===== src/rtl/cavlc_blk_seq.sv =====
// rtl/cavlc_blk_seq.sv - per-4x4-block CAVLC encode sequencer with NC selection
module cavlc_blk_seq #(
  parameter int NUM_CYC = 8
) (
  input  logic       clk,
  input  logic       rst_n,
  input  logic       blk_valid,
  output logic       blk_ready,
  input  logic       blk_chroma_dc,
  input  logic [4:0] blk_total_coeff,
  input  logic [1:0] blk_trail_one,
  input  logic [4:0] nA,
  input  logic [4:0] nB,
  input  logic       availA,
  input  logic       availB,
  input  logic       pk_ready,
  output logic [3:0] state,
  output logic [2:0] NC,
  output logic [4:0] TotalCoeff,
  output logic [1:0] TrailOneNum,
  output logic       blk_done
);

  typedef enum logic [3:0] {
    ENC_INIT   = 4'd0,
    ENC_CYCLE0 = 4'd1,
    ENC_CYCLE1 = 4'd2,
    ENC_CYCLE2 = 4'd3,
    ENC_CYCLE3 = 4'd4,
    ENC_CYCLE4 = 4'd5,
    ENC_CYCLE5 = 4'd6,
    ENC_CYCLE6 = 4'd7,
    ENC_CYCLE7 = 4'd8
  } state_t;

  localparam logic [3:0] LAST_CYC = 4'(NUM_CYC);

  state_t     cur;
  state_t     nxt;
  logic       accept;
  logic       done_nxt;
  logic [5:0] nc_val;
  logic [2:0] nc_sel;

  assign blk_ready = (cur == ENC_INIT);
  assign accept    = blk_valid & blk_ready;
  assign state     = cur;

  // Neighbour-based nC; the +1 rounds the average up before halving.
  always_comb begin
    nc_val = 6'd0;
    if (availA && availB)
      nc_val = ({1'b0, nA} + {1'b0, nB} + 6'd1) >> 1;
    else if (availA)
      nc_val = {1'b0, nA};
    else if (availB)
      nc_val = {1'b0, nB};

    nc_sel = 3'd0;
    if (blk_chroma_dc)
      nc_sel = 3'b111;
    else if (nc_val < 6'd2)
      nc_sel = 3'd0;
    else if (nc_val < 6'd4)
      nc_sel = 3'd1;
    else if (nc_val < 6'd8)
      nc_sel = 3'd2;
    else
      nc_sel = 3'd3;
  end

  always_comb begin
    nxt      = cur;
    done_nxt = 1'b0;
    if (cur == ENC_INIT) begin
      if (accept)
        nxt = ENC_CYCLE0;
    end else if (pk_ready) begin
      // Empty blocks only emit coeff_token, so they leave after enc_cycle0.
      if ((cur == ENC_CYCLE0 && TotalCoeff == 5'd0) || cur == state_t'(LAST_CYC)) begin
        nxt      = ENC_INIT;
        done_nxt = 1'b1;
      end else begin
        nxt = state_t'(cur + 4'd1);
      end
    end
  end

  always_ff @(posedge clk) begin
    if (rst_n) begin
      cur         <= ENC_INIT;
      NC          <= 3'd0;
      TotalCoeff  <= 5'd0;
      TrailOneNum <= 2'd0;
      blk_done    <= 1'b0;
    end else begin
      cur      <= nxt;
      blk_done <= done_nxt;
      if (accept) begin
        NC          <= nc_sel;
        TotalCoeff  <= blk_total_coeff;
        TrailOneNum <= blk_trail_one;
      end
    end
  end

endmodule


===== config.mk =====
export PLATFORM = sky130hd
export DESIGN_NAME = cavlc_blk_seq
export DESIGN_NICKNAME = d
export VERILOG_FILES = /design/src/rtl/cavlc_blk_seq.sv
export SDC_FILE = /design/constraint.sdc
export NUM_CORES = 1
export LEC_CHECK = 0
export CAP_MARGIN = 20
export CORE_UTILIZATION = 64
export CTS_CLUSTER_DIAMETER = 120
export CTS_CLUSTER_SIZE = 40
export DETAILED_ROUTE_END_ITERATION = 6
export DONT_BUFFER_PORTS = 1
export PLACE_DENSITY = 0.8
export SYNTH_ARGS = -nofsm -noshare
export SYNTH_HDL_FRONTEND = slang
export SYNTH_SLANG_ARGS = --single-unit

===== constraint.sdc =====
create_clock -name clk -period 3.5 [get_ports clk]
set_clock_uncertainty 0.2 [all_clocks]
set_input_delay 0.7 -clock clk [delete_from_list [all_inputs] [get_ports clk]]
set_output_delay 0.7 -clock clk [all_outputs]
set_load 0.02 [all_outputs]

Yosys cells after proc, flatten, opt, wreduce, memory -nomap -nowiden. Index checks and enable logic that the tools add are counted.

Add/sub/neg operators: 3. $lt $le $gt $ge: 3. Equal/unequal tests: 3. Multiplexer cells: 12. Bitwise gates (word level): 2. Reduce and logical (&&, ||, !) cells: 8.

Operator list (count): two-way mux 4 bit (4); two-way mux 5 bit (2); adder 5 x 5 -> 6 bit (1); adder 6 x 1 -> 6 bit, second input constant (1); < comparator 6 x 2 -> 1 bit, second input constant (1); < comparator 6 x 3 -> 1 bit, second input constant (1); < comparator 6 x 4 -> 1 bit, second input constant (1); two-way mux 6 bit (1); zero test 5 bit (1); adder 4 x 1 -> 4 bit, second input constant (1); equality test 4 x 1 -> 1 bit, second input constant (1); equality test 4 bit, second input constant (1); zero test 4 bit (1); two-way mux 2 bit (2); two-way mux 3 bit (1); OR reduction 3 bit (1); logical AND 1 bit (2); two-way mux 1 bit (2); != test 2 x 1 -> 1 bit, second input constant (1); AND reduction 2 bit (1); nonzero test 2 bit (1); bitwise AND 1 bit (1); logical OR 1 bit (1); inverter 1 bit (1).

Register bits after elaboration: 15. Input port bits: 24.

Logic depth before layout (Yosys ltp). Gate-level depths: netlist (run 1).

Depth in word-level cells: 8. Gate-level depth with buffers: 8. Depth with buffers taken out: 7.

Least setup slack after synthesis (run 1). Ideal clock, no wire load.

Kind: reg2reg. Start point: register cur[0], in the netlist state[0]. End point: register NC[1]. Library setup time: 0.134 ns. Arrival time: 1.950 ns. Path slack: 1.216 ns. Stages on the path, launching flop included: 8. Path buffers: 0. Clock period less this slack: 2.284 ns. Cells stage by stage: dfxtp_1 -> inv_1 -> ha_1 -> nor3b_2 -> nand2_1 -> or3_1 -> a311oi_1 -> a311oi_1.

Word-level cells in the longest chain between the ends: 2.

RTL lines: start: declaration (line 38) `state_t cur;`; start signal: assignment (line 97) `cur <= nxt;`; zero test 4 bit (line 45) `assign blk_ready = (cur == ENC_INIT);`; via blk_ready (line 8) `output logic blk_ready,`; bitwise AND 1 bit (line 46) `assign accept = blk_valid & blk_ready;`; end signal: assignment (line 100) `NC <= nc_sel;`; end: declaration (line 18) `output logic [2:0] NC,`.

The timed path passes the listed nets, and every way through them passes these cells. A chain may end at the register's enable or synchronous reset.

Final worst setup path (run 1). Same ends and word-level chain as after synthesis.

==> flow_summary.yaml, run 1 <==
floorplanning:
  die_x_um: 39.6
  initial_core_util_pct: 69.4
  rows: 13
  pin_count: 40
  coreArea_um2: 1300
  dieHeight_um: 39.6
  dieArea_um2: 1570
clock_network:
  post_cts_resized: 0
  root_buffer: "clkbuf_4"
  post-cts-setup-buffer-count: 0
  cts_buffers: 3
  path_clk_slew_ns: 0.09
  htree_num_levels: 1
  cts.sinks: 15
  clock_latency_ns: 0.28
  holdBufCountCts: 0
  clockBufferDepth: 2
  cts_tree: "built"
setup_path:
  cp_max_fo: 11
  crit_arrival_ns: 2.80
  start_kind: "flop"
  rr_startpoint: "state[0]"
  end_kind: "flop"
  critPathKind: "reg2reg"
  r2r_cells: 7
  rrSetupSlack_ns: 0.66
  r2r_end: "NC[1]"
  worstPathRequired_ns: 3.46
  critPathTopFamily: "simple AND/OR/NAND/NOR gates"
  path_cells: "inv_1, ha_1, nor3b_2, nand2_1, or3_1, a311oi_1, a311oi_1"
  critPathMaxStageDelay_ns: 0.43
  path_common_cell: "a311oi_1"
  worst_path_max_delay_cell: "dfxtp_1"
  critPathBufInv: 1
timing:
  slew_headroom_pct: 69.9
  final_max_slew_viol_count: 0
  tightest_slew_ns: 0.449
  fmax_mhz: 352
  hold_viol: 0
  fin_crit_sh_pct: 81.1
  final-setup-viol-count: 0
  rsz0062_at_grt: "no"
  period_needed_ns: 2.84
  setup_tns_ns: 0
final_layout:
  syn2layout_area_growth_pct: 3.88
  antenna_cells: 0
  layout-drive-gt1-share_pct: 6.90
  nNetsFinal: 148
  fin_area_um2: 938
hold_path:
  hp-start: "rst_n"
  min_to: "NC[1]"
  hold_path_depth: 1
  min_path_type: "in2reg"
yosys:
  synth_top_family_by_area: "simple AND/OR/NAND/NOR gates"
  synth-seq-cells: 15
  ys_async_sr_fraction_pct: 0
  postSynthAreaPerCell_um2: 7.86
  synthAdderAreaFrac_pct: 9.70
  synth_cell_types: 37
  synth-xor-area-share_pct: 1.94
  syn-num-nets: 146
  syn_area_um2: 903
  yosys_warnings: 0
  ys_seq_area_share_pct: 33.2
  synth-edff-count: 0
  synthMuxAreaShare_pct: 0
  ys.flop_type: "dfxtp_1"
  syn_inst: 115
  synth_simple_gate_area_share_pct: 26.3
  synth_compound_area_share_pct: 25.1
placed_design:
  dpl.hpwl_mm: 1.51
  port_buffers: 0
  gp_congestion: 0.930
  place_area_um2: 911
detailed_routing:
  drc_errors: 0
  wl_per_cell_um: 15.3
  drt-total-wl_mm: 2.00
  drt_iter0_drc: 36
  vias_per_cell: 6.50
  ant_nets: 0
  vias: 851
  dr.pass1.iters: 5
global_route:
  grt_max_degree: 16
  grt_overflow: 0
  antenna_found_initial: 0
  track_usage_pct: 28.5
  grt_pass1_wl_mm: 2.97
  grt_pass1_vias: 695
power:
  power.density_nw_per_um2: 427
  p_leak_nw: 0.364
  peakVddDrop_uv: 311
run:
  cap_violations: 0
status:
  outcome: "complete, no violations"
## worst register-to-register path: cells and delay by family (launching register included)
| kind | cells | cell delay [ns] |
|---|---|---|
| simple gates | 3 | 1.21 |
| compound gates | 2 | 0.52 |
| flops | 1 | 0.43 |
| fa+ha+maj | 1 | 0.22 |
| buf+inv | 1 | 0.14 |
## power by group
part           switching (mW)  internal [mW]  total (mW)
clock network          0.0566         0.0423      0.0989
logic                  0.0536         0.0389      0.0926
registers              0.0261          0.183       0.209
total                   0.136          0.265       0.401
## stage by stage
step	cells	utilization, %	hold slack (ns)	setup slack (ns)	total power, mW
after floorplan	115	-	0.335	1.22	0.290
after global placement	127	70.0	0.343	0.803	0.302
after detailed placement	127	70.0	0.346	0.714	0.304
after CTS	131	72.1	0.270	0.669	0.404
after global routing	131	72.1	0.257	0.513	0.427
final	131	72.1	0.279	0.660	0.401
## layer usage
metal  global-route usage [%]  wire [um]  vias up
met5                        0          0        -
met4                     5.17         14        0
met2                     42.6        889       51
met1                     39.4        908      376
met3                     9.66        185        2
li1                         -          -      422
## kinds of logic (layout without fill, tap and decap cells)
logic type               Yosys count  after routing
AO/OA/AOI/OAI                     35             35
XOR/XNOR                           2              2
adder cells (fa/ha/maj)            7              7
buffers and inverters              9             10
flip-flops                        15             15
AND/OR/NAND/NOR                   47             47
## worst max path at each step
stage	from	to	slack, ns	depth (start not counted)
floorplan	state[0]	NC[1]	1.22	7
global placement	state[0]	NC[1]	0.80	7
detailed placement	state[0]	NC[1]	0.71	7
CTS	state[0]	NC[1]	0.67	7
global route	state[0]	NC[1]	0.51	7
finish	state[0]	NC[1]	0.66	7
## cell type report
type                            instances  area (um2)
Clock buffer                            3        22.5
Clock inverter                          1        5.00
Fill cell                             107         363
Inverter                                6        22.5
Multi-Input combinational cell         91         569
Sequential cell                        15         300
Tap cell                               15        18.8
## state kept, by name, indices dropped and copies added (netlist names)
name	flops
state	4
TrailOneNum	2
TotalCoeff	5
blk_done	1
NC	3
## layout by cell type, fill, tap and decap left out, types with 2 or more instances in the layout
cell,n
nand2_1,23
dfxtp_1,15
a21oi_1,13
ha_1,7
inv_1,6
a22oi_1,4
o21ai_1,4
nor2_1,4
nand3_1,3
clkbuf_4,3
o211ai_1,2
o21ai_0,2
nor3_1,2
a311oi_1,2
nand3b_1,2
a211oi_1,2
## synthesized netlist by cell type, drive strengths merged (2+ instances only)
| library cell | count | area share [%] |
|---|---|---|
| o211ai | 2 | 1.7 |
| a22oi | 4 | 3.3 |
| nor2 | 4 | 1.7 |
| clkbuf | 3 | 1.2 |
| inv | 6 | 2.5 |
| nor3 | 2 | 1.1 |
| dfxtp | 15 | 33 |
| nand2 | 23 | 9.6 |
| ha | 7 | 9.7 |
| nand3b | 2 | 1.7 |
| nand3 | 3 | 1.7 |
| and2b | 2 | 1.9 |
| and3 | 2 | 1.5 |
| o21ai | 6 | 3.3 |
| a211oi | 2 | 1.7 |
| a311oi | 2 | 1.9 |
| a21oi | 13 | 7.2 |
Note: power is estimated with default switching activity, not from simulation.
==> run 2, diff against run 1 <==
--- a/config.mk
+++ b/config.mk
@@ -6,12 +6,12 @@
 export NUM_CORES = 1
 export LEC_CHECK = 0
 export CAP_MARGIN = 20
-export CORE_UTILIZATION = 64
+export CORE_UTILIZATION = 54
 export CTS_CLUSTER_DIAMETER = 120
 export CTS_CLUSTER_SIZE = 40
 export DETAILED_ROUTE_END_ITERATION = 6
 export DONT_BUFFER_PORTS = 1
-export PLACE_DENSITY = 0.8
+export PLACE_DENSITY = 0.72
 export SYNTH_ARGS = -nofsm -noshare
 export SYNTH_HDL_FRONTEND = slang
 export SYNTH_SLANG_ARGS = --single-unit
==> constraint.sdc (replaced) <==
create_clock -name clk -period 2.4 [get_ports clk]
set_clock_uncertainty 0.2 [all_clocks]
set_input_delay 0.48 -clock clk [delete_from_list [all_inputs] [get_ports clk]]
set_output_delay 0.48 -clock clk [all_outputs]
set_load 0.02 [all_outputs]
==> run 2 against run 1 <==
Effect of this change:
- via count rose by 0.59%
- highest routed layer is now met3
- design area rose by 4.4%
- total power rose by 52%
==> flow_summary.yaml, run 2 (synthesized netlist as in run 1, its figures left out) <==
detailed_routing:
  dr.pass1.iters: 4
  wl_per_cell_um: 15.4
  drt_iter0_drc: 28
  drt-total-wl_mm: 2.10
  vias_per_cell: 6.25
  ant_nets: 0
  drc_errors: 0
  vias: 856
clock_network:
  clockBufferDepth: 2
  path_clk_slew_ns: 0.10
  cts.sinks: 15
  htree_num_levels: 1
  holdBufCountCts: 0
  cts_buffers: 3
  root_buffer: "clkbuf_4"
  clock_latency_ns: 0.29
  post_cts_resized: 0
  post-cts-setup-buffer-count: 0
  cts_tree: "built"
placed_design:
  port_buffers: 0
  dpl.hpwl_mm: 1.61
  place_area_um2: 950
  dp_slack_ns: 0.322
  gp_congestion: 0.814
  placedCellCount: 133
timing:
  final_max_slew_viol_count: 0
  tightest_slew_ns: 0.405
  final-setup-viol-count: 0
  holdWs_ns: 0.0333
  setup_ws_ns: 0.336
  slew_headroom_pct: 72.6
  fmax_mhz: 485
  fin_crit_sh_pct: 86.0
  hold_viol: 0
  setup_tns_ns: 0
  period_needed_ns: 2.06
  rsz0062_at_grt: "no"
floorplanning:
  dieHeight_um: 42.9
  rows: 14
  dieArea_um2: 1840
  initial_core_util_pct: 58.6
  pin_count: 40
  die_x_um: 42.9
  coreArea_um2: 1540
setup_path:
  end_kind: "flop"
  crit_arrival_ns: 2.03
  critPathKind: "reg2reg"
  start_kind: "flop"
  cp_max_fo: 4
  worstPathRequired_ns: 2.37
final_layout:
  instances_no_fill: 137
  regArea_um2: 300
  layout-drive-gt1-share_pct: 10.7
  multiInputGateArea_um2: 569
  fin_area_um2: 980
  final_cell_mix: "23 x nand2_1, 15 x dfxtp_1, 13 x a21oi_1, 7 x ha_1, 6 x inv_1"
  largest_reg_flops: 5
  regMostFlops: "TotalCoeff"
  antenna_cells: 0
  syn2layout_area_growth_pct: 8.45
  final_common_cell: "nand2_1"
  fin_util_pct: 63.6
  nNetsFinal: 153
  fillers: 128
power:
  peakVddDrop_uv: 514
  intPower_mw: 0.398
  power_frac_seq_pct: 48.8
  power.share.clock_pct: 25.2
  switching_share_pct: 34.7
  combPwrFrac_pct: 25.9
  p_leak_nw: 0.385
  total_power_mw: 0.610
  power.density_nw_per_um2: 622
  p_switching_mw: 0.212
global_route:
  grt_pass1_vias: 864
  grt_max_degree: 16
  grt_overflow: 0
  antenna_found_initial: 0
  grt_pass1_wl_mm: 3.60
  track_usage_pct: 25.5
status:
  outcome: "complete, no violations"
hold_path:
  min_path_type: "in2reg"
run:
  cap_violations: 0
run 2: cell types whose count changed in the layout (fill, tap and decap cells not counted):
cell | previous run | this run
clkinv_2 | 1 | 0
buf_4 | 0 | 5
clkinvlp_4 | 0 | 1
run 2: layer usage:
layer / vias up / global-route usage [%] / wire length [um]
met5: - / 0 / 0
met4: 0 / 6.25 / 0
met3: 0 / 11.9 / 269
met2: 52 / 37.3 / 869
met1: 376 / 33.6 / 964
li1: 428 / - / -
run 2: layout make-up:
type | instances | area share [%]
Multi-Input combinational cell | 91 | 58.1
Sequential cell | 15 | 30.7
Timing Repair Buffer | 5 | 3.83
Clock buffer | 3 | 2.30
Inverter | 6 | 2.30
Tap cell | 16 | 2.04
Clock inverter | 1 | 0.766
run 2: final timing paths:
check	start	endpoint	slack, ns	cells after the start
setup / recovery	state[0]	NC[1]	0.34	7
hold / removal	rst_n	NC[2]	0.03	1
setup reg to reg	state[0]	NC[1]	0.34	7
hold reg to reg	NC[2]	NC[2]	0.36	2
run 2: power groups by stage:
stage / sequential [mW] / combinational (mW) / clock (mW)
after global placement: 0.303 / 0.150 / 0
final: 0.298 / 0.158 / 0.154
after global routing: 0.301 / 0.177 / 0.167
after detailed placement: 0.304 / 0.154 / 0
after CTS: 0.298 / 0.156 / 0.156
after floorplan: 0.307 / 0.115 / 0
run 2: worst max-delay path, stage by stage, from the launching register on:
cell,delay [ns]
dfxtp_1,0.32
inv_1,0.09
ha_1,0.21
nor3b_2,0.21
nand2_1,0.09
or3_1,0.35
a311oi_1,0.33
a311oi_1,0.13
==> run 3, diff against run 2 <==
--- a/config.mk
+++ b/config.mk
@@ -6,6 +6,7 @@
 export NUM_CORES = 1
 export LEC_CHECK = 0
 export CAP_MARGIN = 20
+export CORE_MARGIN = 1.5
 export CORE_UTILIZATION = 54
 export CTS_CLUSTER_DIAMETER = 120
 export CTS_CLUSTER_SIZE = 40
==> run 3 against run 2 <==
Effect of this change:
- first-iteration DRC count is 50% lower
- global-route usage shrank 2.6 points
- fmax decreased by 4.4%
- sequential power about the same
- critical path depth unchanged
- critical path type unchanged
- critical endpoint unchanged
==> flow_summary.yaml, run 3 (synthesized netlist as in run 1, its figures left out) <==
status:
  outcome: "complete, no violations"
clock_network:
  cts_tree: "built"
  clockBufferDepth: 2
  clock_latency_ns: 0.29
  cts.sinks: 15
  root_buffer: "clkbuf_4"
  cts_buffers: 3
  htree_num_levels: 1
  post-cts-setup-buffer-count: 0
  holdBufCountCts: 0
  path_clk_slew_ns: 0.09
  post_cts_resized: 0
power:
  peakVddDrop_uv: 488
  power.density_nw_per_um2: 612
  total_power_mw: 0.599
  p_leak_nw: 0.385
detailed_routing:
  dr.pass1.iters: 4
  wl_per_cell_um: 14.9
  drc_errors: 0
  drt-total-wl_mm: 2.04
  vias_per_cell: 6.20
  drt_iter0_drc: 14
  ant_nets: 0
  vias: 850
global_route:
  grt_pass1_vias: 791
  grt_pass1_wl_mm: 3.26
  antenna_found_initial: 0
  track_usage_pct: 22.9
  grt_overflow: 0
  grt_max_degree: 16
hold_path:
  min_path_type: "in2reg"
placed_design:
  place_area_um2: 950
  dp_slack_ns: 0.246
  dpl.hpwl_mm: 1.60
  gp_congestion: 0.866
  port_buffers: 0
  placedCellCount: 133
timing:
  tightest_slew_ns: 0.438
  hold_viol: 0
  fmax_mhz: 463
  period_needed_ns: 2.16
  final-setup-viol-count: 0
  slew_headroom_pct: 70.8
  setup_tns_ns: 0
  rsz0062_at_grt: "no"
  fin_crit_sh_pct: 90.0
  final_max_slew_viol_count: 0
  setup_ws_ns: 0.241
setup_path:
  end_kind: "flop"
  crit_arrival_ns: 2.12
  cp_max_fo: 4
  start_kind: "flop"
  worstPathRequired_ns: 2.36
  critPathKind: "reg2reg"
final_layout:
  regMostFlops: "TotalCoeff"
  fillers: 138
  multiInputGateArea_um2: 569
  final_cell_mix: "23 x nand2_1, 15 x dfxtp_1, 13 x a21oi_1, 7 x ha_1, 6 x inv_1"
  nNetsFinal: 153
  layout-drive-gt1-share_pct: 10.7
  fin_area_um2: 980
  syn2layout_area_growth_pct: 8.45
  final_common_cell: "nand2_1"
  instances_no_fill: 137
  largest_reg_flops: 5
  regArea_um2: 300
  antenna_cells: 0
floorplanning:
  dieArea_um2: 1930
  rows: 14
  dieHeight_um: 43.9
  die_x_um: 43.9
  pin_count: 40
  coreArea_um2: 1540
  initial_core_util_pct: 58.6
run:
  cap_violations: 0
run 3: worst paths after layout:
kind / start / endpoint / slack (ns) / cells past startpoint
worst min-delay path: rst_n / TrailOneNum[1] / 0.04 / 1
worst min register to register: TrailOneNum[1] / TrailOneNum[1] / 0.35 / 2
worst max-delay path: state[1] / NC[1] / 0.24 / 7
worst max register to register: state[1] / NC[1] / 0.24 / 7
run 3: metal layers:
layer | track usage, % | wire length, um | up-vias
met5 | 0 | 0 | -
met4 | 6.67 | 0 | 0
met3 | 10.0 | 204 | 0
met2 | 33.2 | 915 | 37
met1 | 30.7 | 923 | 384
li1 | - | - | 429
run 3: cell type report:
class                   count  area share [%]
clock inverters             1           0.766
well taps                  16            2.04
inverters                   6            2.30
multi-input cells          91            58.1
repair buffers              5            3.83
clock buffers               3            2.30
flip-flops and latches     15            30.7
run 3: critical path, stage by stage, from the launching register on:
cell	delay (ns)
dfxtp_1	0.32
inv_1	0.10
ha_1	0.23
nor3b_2	0.22
nand2_1	0.09
or3_1	0.34
a311oi_1	0.38
a311oi_1	0.15
run 3: power breakdown:
part	total (mW)	internal, mW	switching, mW
registers	0.298	0.267	0.0312
clock network	0.146	0.0635	0.0821
logic	0.155	0.0671	0.0880
run 3: stage by stage:
| step | util (%) | hold WS (ns) |
|---|---|---|
| finish | 63.6 | 0.0442 |
| global route | 63.6 | 0.0226 |
| CTS | 63.6 | 0.0343 |
| detailed placement | 61.6 | 0.345 |
| global placement | 61.6 | 0.339 |
| floorplan | - | 0.335 |
